<file path="config.mk">
export PLATFORM = sky130hd
export DESIGN_NAME = instr_encoder
export DESIGN_NICKNAME = d
export VERILOG_FILES = /design/src/rtl/instr_encoder.sv
export SDC_FILE = /design/constraint.sdc
export NUM_CORES = 1
export LEC_CHECK = 0
export CAP_MARGIN = 25
export CORE_UTILIZATION = 52
export DETAILED_ROUTE_END_ITERATION = 10
export PLACE_DENSITY = 0.87
export SYNTH_ARGS = -nofsm -noshare
export SYNTH_HDL_FRONTEND = slang
export SYNTH_SLANG_ARGS = --single-unit
</file>
<file path="constraint.sdc">
create_clock -name clk -period 7.6 [get_ports clk]
set_clock_uncertainty 0.05 [all_clocks]
set_input_delay 1.14 -clock clk [delete_from_list [all_inputs] [get_ports clk]]
set_output_delay 1.14 -clock clk [all_outputs]
set_load 0.01 [all_outputs]
</file>
<file path="src/rtl/instr_encoder.sv">
`default_nettype none
// ============================================================================
// Module      : instr_encoder
// Description : Turns instruction requests (kind + register fields +
//               immediate) into 32-bit MIPS-style words. Each word gets a
//               byte address and is held in a 2-entry output FIFO with a
//               valid/ready handshake on both sides.
// Revision    : 1.0 - initial release
//
// Ports
//   clk          sole clock, rising edge
//   rst          synchronous active-high reset
//   in_valid     request present
//   in_ready     request accepted when in_valid & in_ready
//   in_kind      0 add,1 sub,2 and,3 or,4 slt,5 addi,6 subi,7 beq,8 bneq,
//                9 b,10 lw,11 sw,12 nop; 13-15 illegal
//   in_rs/rt/rd  register fields
//   in_imm       immediate / branch offset
//   out_valid    FIFO head valid
//   out_ready    head consumed when out_valid & out_ready
//   out_instr    encoded word at the FIFO head
//   out_addr     byte address of the FIFO head
//   err_illegal  illegal-kind indication
//   count        number of words popped (wraps)
//
// Configuration macro
//   ENC_STICKY_ERR_EN : defined   -> err_illegal is sticky until rst
//                       undefined -> one-cycle pulse per illegal request
// ============================================================================
module instr_encoder (
  input  logic        clk,
  input  logic        rst,
  input  logic        in_valid,
  output logic        in_ready,
  input  logic [3:0]  in_kind,
  input  logic [4:0]  in_rs,
  input  logic [4:0]  in_rt,
  input  logic [4:0]  in_rd,
  input  logic [15:0] in_imm,
  output logic        out_valid,
  input  logic        out_ready,
  output logic [31:0] out_instr,
  output logic [15:0] out_addr,
  output logic        err_illegal,
  output logic [15:0] count
);

  // Request kinds
  localparam logic [3:0] c_k_add  = 4'd0;
  localparam logic [3:0] c_k_sub  = 4'd1;
  localparam logic [3:0] c_k_and  = 4'd2;
  localparam logic [3:0] c_k_or   = 4'd3;
  localparam logic [3:0] c_k_slt  = 4'd4;
  localparam logic [3:0] c_k_addi = 4'd5;
  localparam logic [3:0] c_k_subi = 4'd6;
  localparam logic [3:0] c_k_beq  = 4'd7;
  localparam logic [3:0] c_k_bneq = 4'd8;
  localparam logic [3:0] c_k_b    = 4'd9;
  localparam logic [3:0] c_k_lw   = 4'd10;
  localparam logic [3:0] c_k_sw   = 4'd11;
  localparam logic [3:0] c_k_nop  = 4'd12;

  // Opcodes
  localparam logic [5:0] c_op_rtype = 6'b000000;
  localparam logic [5:0] c_op_addi  = 6'b001000;
  localparam logic [5:0] c_op_subi  = 6'b001001;
  localparam logic [5:0] c_op_beq   = 6'b000100;
  localparam logic [5:0] c_op_bneq  = 6'b000101;
  localparam logic [5:0] c_op_b     = 6'b000110;
  localparam logic [5:0] c_op_lw    = 6'b100011;
  localparam logic [5:0] c_op_sw    = 6'b101011;

  // R-type function codes
  localparam logic [5:0] c_fn_add = 6'b100000;
  localparam logic [5:0] c_fn_sub = 6'b100010;
  localparam logic [5:0] c_fn_and = 6'b100100;
  localparam logic [5:0] c_fn_or  = 6'b100101;
  localparam logic [5:0] c_fn_slt = 6'b101010;

  localparam logic [1:0]  c_depth     = 2'd2;
  localparam logic [15:0] c_addr_step = 16'd4;

  // FIFO storage and pointers
  logic [31:0] mem_instr_q [2];
  logic [15:0] mem_addr_q  [2];
  logic        wr_ptr_q, wr_ptr_d;
  logic        rd_ptr_q, rd_ptr_d;
  logic [1:0]  occ_q, occ_d;

  logic [15:0] addr_q, addr_d;
  logic [15:0] count_q, count_d;
  logic        err_q, err_d;

  logic        w_legal;
  logic        w_accept;
  logic        w_push;
  logic        w_pop;
  logic [31:0] w_instr;

  // in_ready looks only at occupancy and rst, never at out_ready, so a full
  // FIFO refuses input even on the cycle its head is being popped.
  assign in_ready = ~rst & (occ_q != c_depth);
  assign w_legal  = (in_kind <= c_k_nop);
  assign w_accept = in_valid & in_ready;
  assign w_push   = w_accept & w_legal;
  assign w_pop    = (occ_q != 2'd0) & out_ready;

  // Instruction encoder
  always_comb begin
    w_instr = 32'h0000_0000;
    unique case (in_kind)
      c_k_add:  w_instr = {c_op_rtype, in_rs, in_rt, in_rd, 5'b00000, c_fn_add};
      c_k_sub:  w_instr = {c_op_rtype, in_rs, in_rt, in_rd, 5'b00000, c_fn_sub};
      c_k_and:  w_instr = {c_op_rtype, in_rs, in_rt, in_rd, 5'b00000, c_fn_and};
      c_k_or:   w_instr = {c_op_rtype, in_rs, in_rt, in_rd, 5'b00000, c_fn_or};
      c_k_slt:  w_instr = {c_op_rtype, in_rs, in_rt, in_rd, 5'b00000, c_fn_slt};
      c_k_addi: w_instr = {c_op_addi, in_rs, in_rt, in_imm};
      c_k_subi: w_instr = {c_op_subi, in_rs, in_rt, in_imm};
      c_k_beq:  w_instr = {c_op_beq,  in_rs, in_rt, in_imm};
      c_k_bneq: w_instr = {c_op_bneq, in_rs, in_rt, in_imm};
      c_k_b:    w_instr = {c_op_b, 5'b00000, 5'b00000, in_imm};
      c_k_lw:   w_instr = {c_op_lw, in_rs, in_rt, in_imm};
      c_k_sw:   w_instr = {c_op_sw, in_rs, in_rt, in_imm};
      default:  w_instr = 32'h0000_0000;  // nop, and don't-care for illegal
    endcase
  end

  // Next-state for pointers, occupancy, counters and error flag
  always_comb begin
    wr_ptr_d = wr_ptr_q;
    rd_ptr_d = rd_ptr_q;
    occ_d    = occ_q;
    addr_d   = addr_q;
    count_d  = count_q;
    err_d    = err_q;

    if (w_push) begin
      wr_ptr_d = ~wr_ptr_q;
      addr_d   = addr_q + c_addr_step;  // 0xFFFC wraps to 0x0000 naturally
    end
    if (w_pop) begin
      rd_ptr_d = ~rd_ptr_q;
      count_d  = count_q + 16'd1;
    end

    unique case ({w_push, w_pop})
      2'b10:   occ_d = occ_q + 2'd1;
      2'b01:   occ_d = occ_q - 2'd1;
      default: occ_d = occ_q;           // idle, or push and pop together
    endcase

`ifdef ENC_STICKY_ERR_EN
    err_d = err_q | (w_accept & ~w_legal);
`else
    err_d = w_accept & ~w_legal;
`endif
  end

  always_ff @(posedge clk) begin
    if (rst) begin
      mem_instr_q[0] <= 32'h0000_0000;
      mem_instr_q[1] <= 32'h0000_0000;
      mem_addr_q[0]  <= 16'h0000;
      mem_addr_q[1]  <= 16'h0000;
      wr_ptr_q       <= 1'b0;
      rd_ptr_q       <= 1'b0;
      occ_q          <= 2'd0;
      addr_q         <= 16'h0000;
      count_q        <= 16'h0000;
      err_q          <= 1'b0;
    end else begin
      if (w_push) begin
        mem_instr_q[wr_ptr_q] <= w_instr;
        mem_addr_q[wr_ptr_q]  <= addr_q;
      end
      wr_ptr_q <= wr_ptr_d;
      rd_ptr_q <= rd_ptr_d;
      occ_q    <= occ_d;
      addr_q   <= addr_d;
      count_q  <= count_d;
      err_q    <= err_d;
    end
  end

  // Head entry is read straight from storage; it cannot change while it is
  // not being popped because writes only ever target the other slot.
  assign out_valid   = (occ_q != 2'd0);
  assign out_instr   = mem_instr_q[rd_ptr_q];
  assign out_addr    = mem_addr_q[rd_ptr_q];
  assign err_illegal = err_q;
  assign count       = count_q;

endmodule
`default_nettype wire

</file>
After elaboration in Yosys (flattened, before gate mapping)
Memory sizes are Yosys's and may differ from the RTL's. A register that Yosys moved wholly into a read port is not among the register bits. Index checks and enable logic that the tools add are counted.

Bits in registers: 37. RAM bits: 96. Bits of input ports: 39. Logic and storage cells: 58. Memories: 2.

$add $sub $neg: 4. $lt $le $gt $ge: 1. Equality and inequality tests: 14. Mux-type cells: 17. Bitwise operators: 9. Reduce and logical (&&, ||, !) cells: 5.

Memories: mem_instr_q (depth 2, width 32, read ports 1, clocked after Yosys merged registers in 1, wr ports 2, line 84) `logic [31:0] mem_instr_q [2];`; mem_addr_q (depth 2, width 16, read ports 1, clocked after Yosys merged registers in 1, wr ports 2, line 85) `logic [15:0] mem_addr_q [2];`.

Operator list (count): $pmux 32 s12 (1); $mux 32 (1); $reduce_or 32->1 (1); $add 16x1->16 const B (1); $add 16x3->16 const B (1); $eq 4x3->1 const B (4); $eq 4x4->1 const B (4); $mux 16 (1); $reduce_or 16->1 (1); $mux 1 (13); $eq 4x2->1 const B (2); $and 1x1->1 (5); $eq 4x1->1 const B (1); $le 4x4->1 const B (1); $logic_not 4->1 (1); $not 1->1 (4); $pmux 2 s2 (1); $reduce_bool 2->1 (2); $add 2x1->2 const B (1); $eq 2x1->1 const B (1); $eq 2x2->1 const B (1); $ne 2x2->1 const B (1); $sub 2x1->2 const B (1).

Longest topological paths before layout
Depth after elaboration: 9. Mapped depth: 9.

Least setup slack after synthesis
No wires, ideal clock.

Path type: input-to-reg. Start: input in_kind[2]. End: memory mem_addr_q[0][10] (enable). Library setup time: 0.564 ns. Data arrival time: 3.074 ns. Data required time: 6.986 ns. Setup slack: 3.912 ns. Stages on the path: 8. Cell sequence: buf_2 -> o211ai_1 -> and3_1 -> buf_2 -> nand2b_1 -> buf_2 -> buf_1 -> nand2_1.

RTL lines: from (decl) (line 35) `input logic [3:0] in_kind,`; to (decl) (line 85).

==> flow_summary.ini <==
[cts]
cts_buffers = 17
clockBufferDepth = 2
h-tree-depth = 4
clock-sinks = 126
cts_setup_buffers = 0
cts_resized = 0
cts_hold_buf = 0
insertion_delay_ns = 0.52
cts_tree = built
cts_root_buffer = clkbuf_8
clk_pin_slew_worst_paths_ns = 0.06

[floorplan]
core_area_um2 = 10800
die_w_um = 108
boundaryPins = 106
fp.dieH_um = 108
num_rows = 38
start_util_pct = 53.4
dieArea_um2 = 11600

[power]
p_leak_nw = 2.75
ir_drop_mv = 0.164
total_power_mw = 2.05
pwr_density_cell_nw_per_um2 = 272

[global_routing]
grt_overflow = 0
grt_pass1_vias = 4305
grt_max_degree = 46
grt_usage_pct = 24.4
grt_pass1_wl_um = 21200
grt_antenna_before_repair = 0

[finish]
fill_cells = 738
area_growth_pct = 30.3
drive_above_1_share_pct = 14.8
n_antenna_cell = 0
fin_util_pct = 69.6
final_area_um2 = 7540
instances_no_fill = 755
nets = 644

[detailed_routing]
firstDrtPassIters = 5
routedWlPerCell_um = 18.0
ant_nets = 0
wl_um = 13600
vias = 4334
drt_iter0_markers = 374
drc = 0
vias_per_cell = 5.74

[place]
dpl.hpwl_um = 8240
gp_congestion = 0.802
post_dp_cell_area_um2 = 6870
post-place-ws_ns = 2.39
placed_cells = 719
port_buffers = 102

[critical_path]
cp_max_fo = 38
arrival_ns = 4.43
start_kind = input port
cpPeakStageDelay_ns = 0.79
path_cells = clkdlybuf4s50_1 -> o211ai_1 -> and3_1 -> nand2_1 -> nand2_2 -> buf_12
reg2reg_slack_ns = 4.37
crit_slowest_cell = clkdlybuf4s50_1
endpoint_kind = register
r2r_end = mem_instr_q[1][11]$_SDFFCE_PN0P_
cp_data_required_time_ns = 7.75
crit_type = input port to register
reg2regPathDepth = 5
r2r_start = occ_q[0]$_SDFFE_PP0P_

[sta]
final.setup.worst_slack_ns = 3.32
fin_tns_setup_ns = 0
slew_headroom_pct = 37.6
hold-worst-slack_ns = 0.452
rsz0062_at_grt = no
worst_pin_slew_ns = 0.934
maxSlewViolCount = 0
hold_violations = 0
setup_viol = 0
min_period_ns = 4.28
clock.fmax_mhz = 234
timing.final.crit_share_pct = 56.3

[yosys]
avgSynthCellArea_um2 = 11.4
ys_ff_latch = 126
synth_area_um2 = 5790
netlist.area_leader.share_pct = 46.7
yosysSeqAreaShare_pct = 59.1
yosysTopAreaCell = edfxtp_1
synth_top_family_by_area = simple AND/OR/NAND/NOR gates
muxShareOfSynthArea_pct = 9.96
synth-compound-area-share_pct = 7.67
synth_xor_area_share_pct = 2.27
ys_types = 50
synthSimpleGateAreaFrac_pct = 17.2
yosys_warnings = 0
synthAdderAreaFrac_pct = 0.648
synth.area.top_cells = edfxtp_1, dfxtp_1, mux2_2
syn_inst = 506

[worst_hold_path]
hold_path.startpoint = addr_q[14]$_SDFFE_PP0P_
worstHoldEndpoint = addr_q[14]$_SDFFE_PP0P_
hold_class = register to register
hold_depth = 2

[run_status]
status = complete, no violations

[flow_run]
drv_cap = 0
-- worst max-delay path by stage --
stage	end	slack [ns]	from
final	mem_instr_q[1][11]$_SDFFCE_PN0P_	3.32	in_kind[3]
after global routing	mem_instr_q[1][9]$_SDFFCE_PN0P_	3.08	in_kind[3]
after CTS	mem_instr_q[0][5]$_SDFFCE_PN0P_	2.87	in_kind[3]
after detailed placement	mem_instr_q[0][20]$_SDFFCE_PN0P_	2.39	in_kind[3]
after global placement	mem_instr_q[0][17]$_SDFFCE_PN0P_	2.56	in_kind[3]
after floorplan	mem_addr_q[0][10]$_SDFFCE_PN0P_	3.91	in_kind[2]
-- where the power goes --
group | internal (mW) | switching [mW]
clock network | 0.499 | 0.303
logic | 0.238 | 0.191
registers | 0.783 | 0.0392
total | 1.52 | 0.534
-- kinds of logic after synthesis --
| family | Yosys count |
|---|---|
| buf+inv | 43 |
| mux | 52 |
| other cells | 1 |
| fa+ha+maj | 3 |
| flops | 126 |
| simple gates | 198 |
| xor+xnor | 15 |
| compound gates | 68 |
-- placed cells by master, fill, tap and decap left out, types with 7 or more instances in the layout --
master / netlist / final
o21ai_0: 11 / 11
a21oi_1: 22 / 22
or3_1: 9 / 9
dfxtp_1: 36 / 35
clkbuf_16: 0 / 16
and2_1: 25 / 25
xnor2_1: 9 / 9
inv_1: 10 / 10
nor2_1: 71 / 71
edfxtp_1: 90 / 90
and3_1: 15 / 15
nand3_1: 9 / 9
nand2_1: 31 / 29
clkdlybuf4s50_1: 0 / 102
mux2_2: 45 / 45
mux2i_1: 7 / 7
-- synth_stat cells (all sizes together) --
master and count:
o31ai 5, clkbuf 21, or3 9, a2bb2oi 1
nor3 6, a21boi 1, xnor2 9, nand3 9
ha 3, o311ai 3, o21ai 13, buf 11
nor2b 4, nor2 71, xor2 6, nand2b 4
mux2i 7, dfxtp 36, o41ai 3, and4 3
conb 1, o2111ai 1, nor4 1, or2 4
a21oi 22, and3 15, nand2 31, mux2 45
a31oi 2, o2111a 1, o32ai 1, or4 7
o22a 5, inv 11, o21a 1, and2 25
o211ai 3, nand4 7, nor3b 1, o22ai 1
nand3b 1, a22oi 5, edfxtp 90
-- flip-flops by register name, indices dropped and copies added, names as in the netlist, named ones only --
register     cells
count           16
mem_addr_q      28
addr_q          14
rd_ptr_q         1
err_illegal      1
mem_instr_q     62
wr_ptr_q         1
occ_q            2
-- per-layer routing --
metal	up-vias	share of wire, %	global-route usage [%]
met4	0	2.8	11.5
met5	-	0	0
li1	2032	-	-
met2	181	52	42.6
met3	31	5.9	5.81
met1	2090	40	28.2
-- area by class of cell --
| type | instances | area (µm²) | area share (%) |
|---|---|---|---|
| timing repair buffer | 107 | 1120 | 14.8 |
| tap | 140 | 175 | 2.32 |
| inverter | 11 | 41.3 | 0.547 |
| clock buffer | 18 | 418 | 5.54 |
| multi-input combinational | 339 | 2200 | 29.2 |
| clock inverter | 14 | 170 | 2.26 |
| sequential | 126 | 3420 | 45.4 |
-- critical path, delay by kind of cell --
kind                   cells  cell delay [ns]
and+or+nand+nor            3             1.87
buffers and inverters      2             1.08
AOI/OAI and AO/OA          1             0.33
No activity file was read; power rests on OpenSTA's default activity.
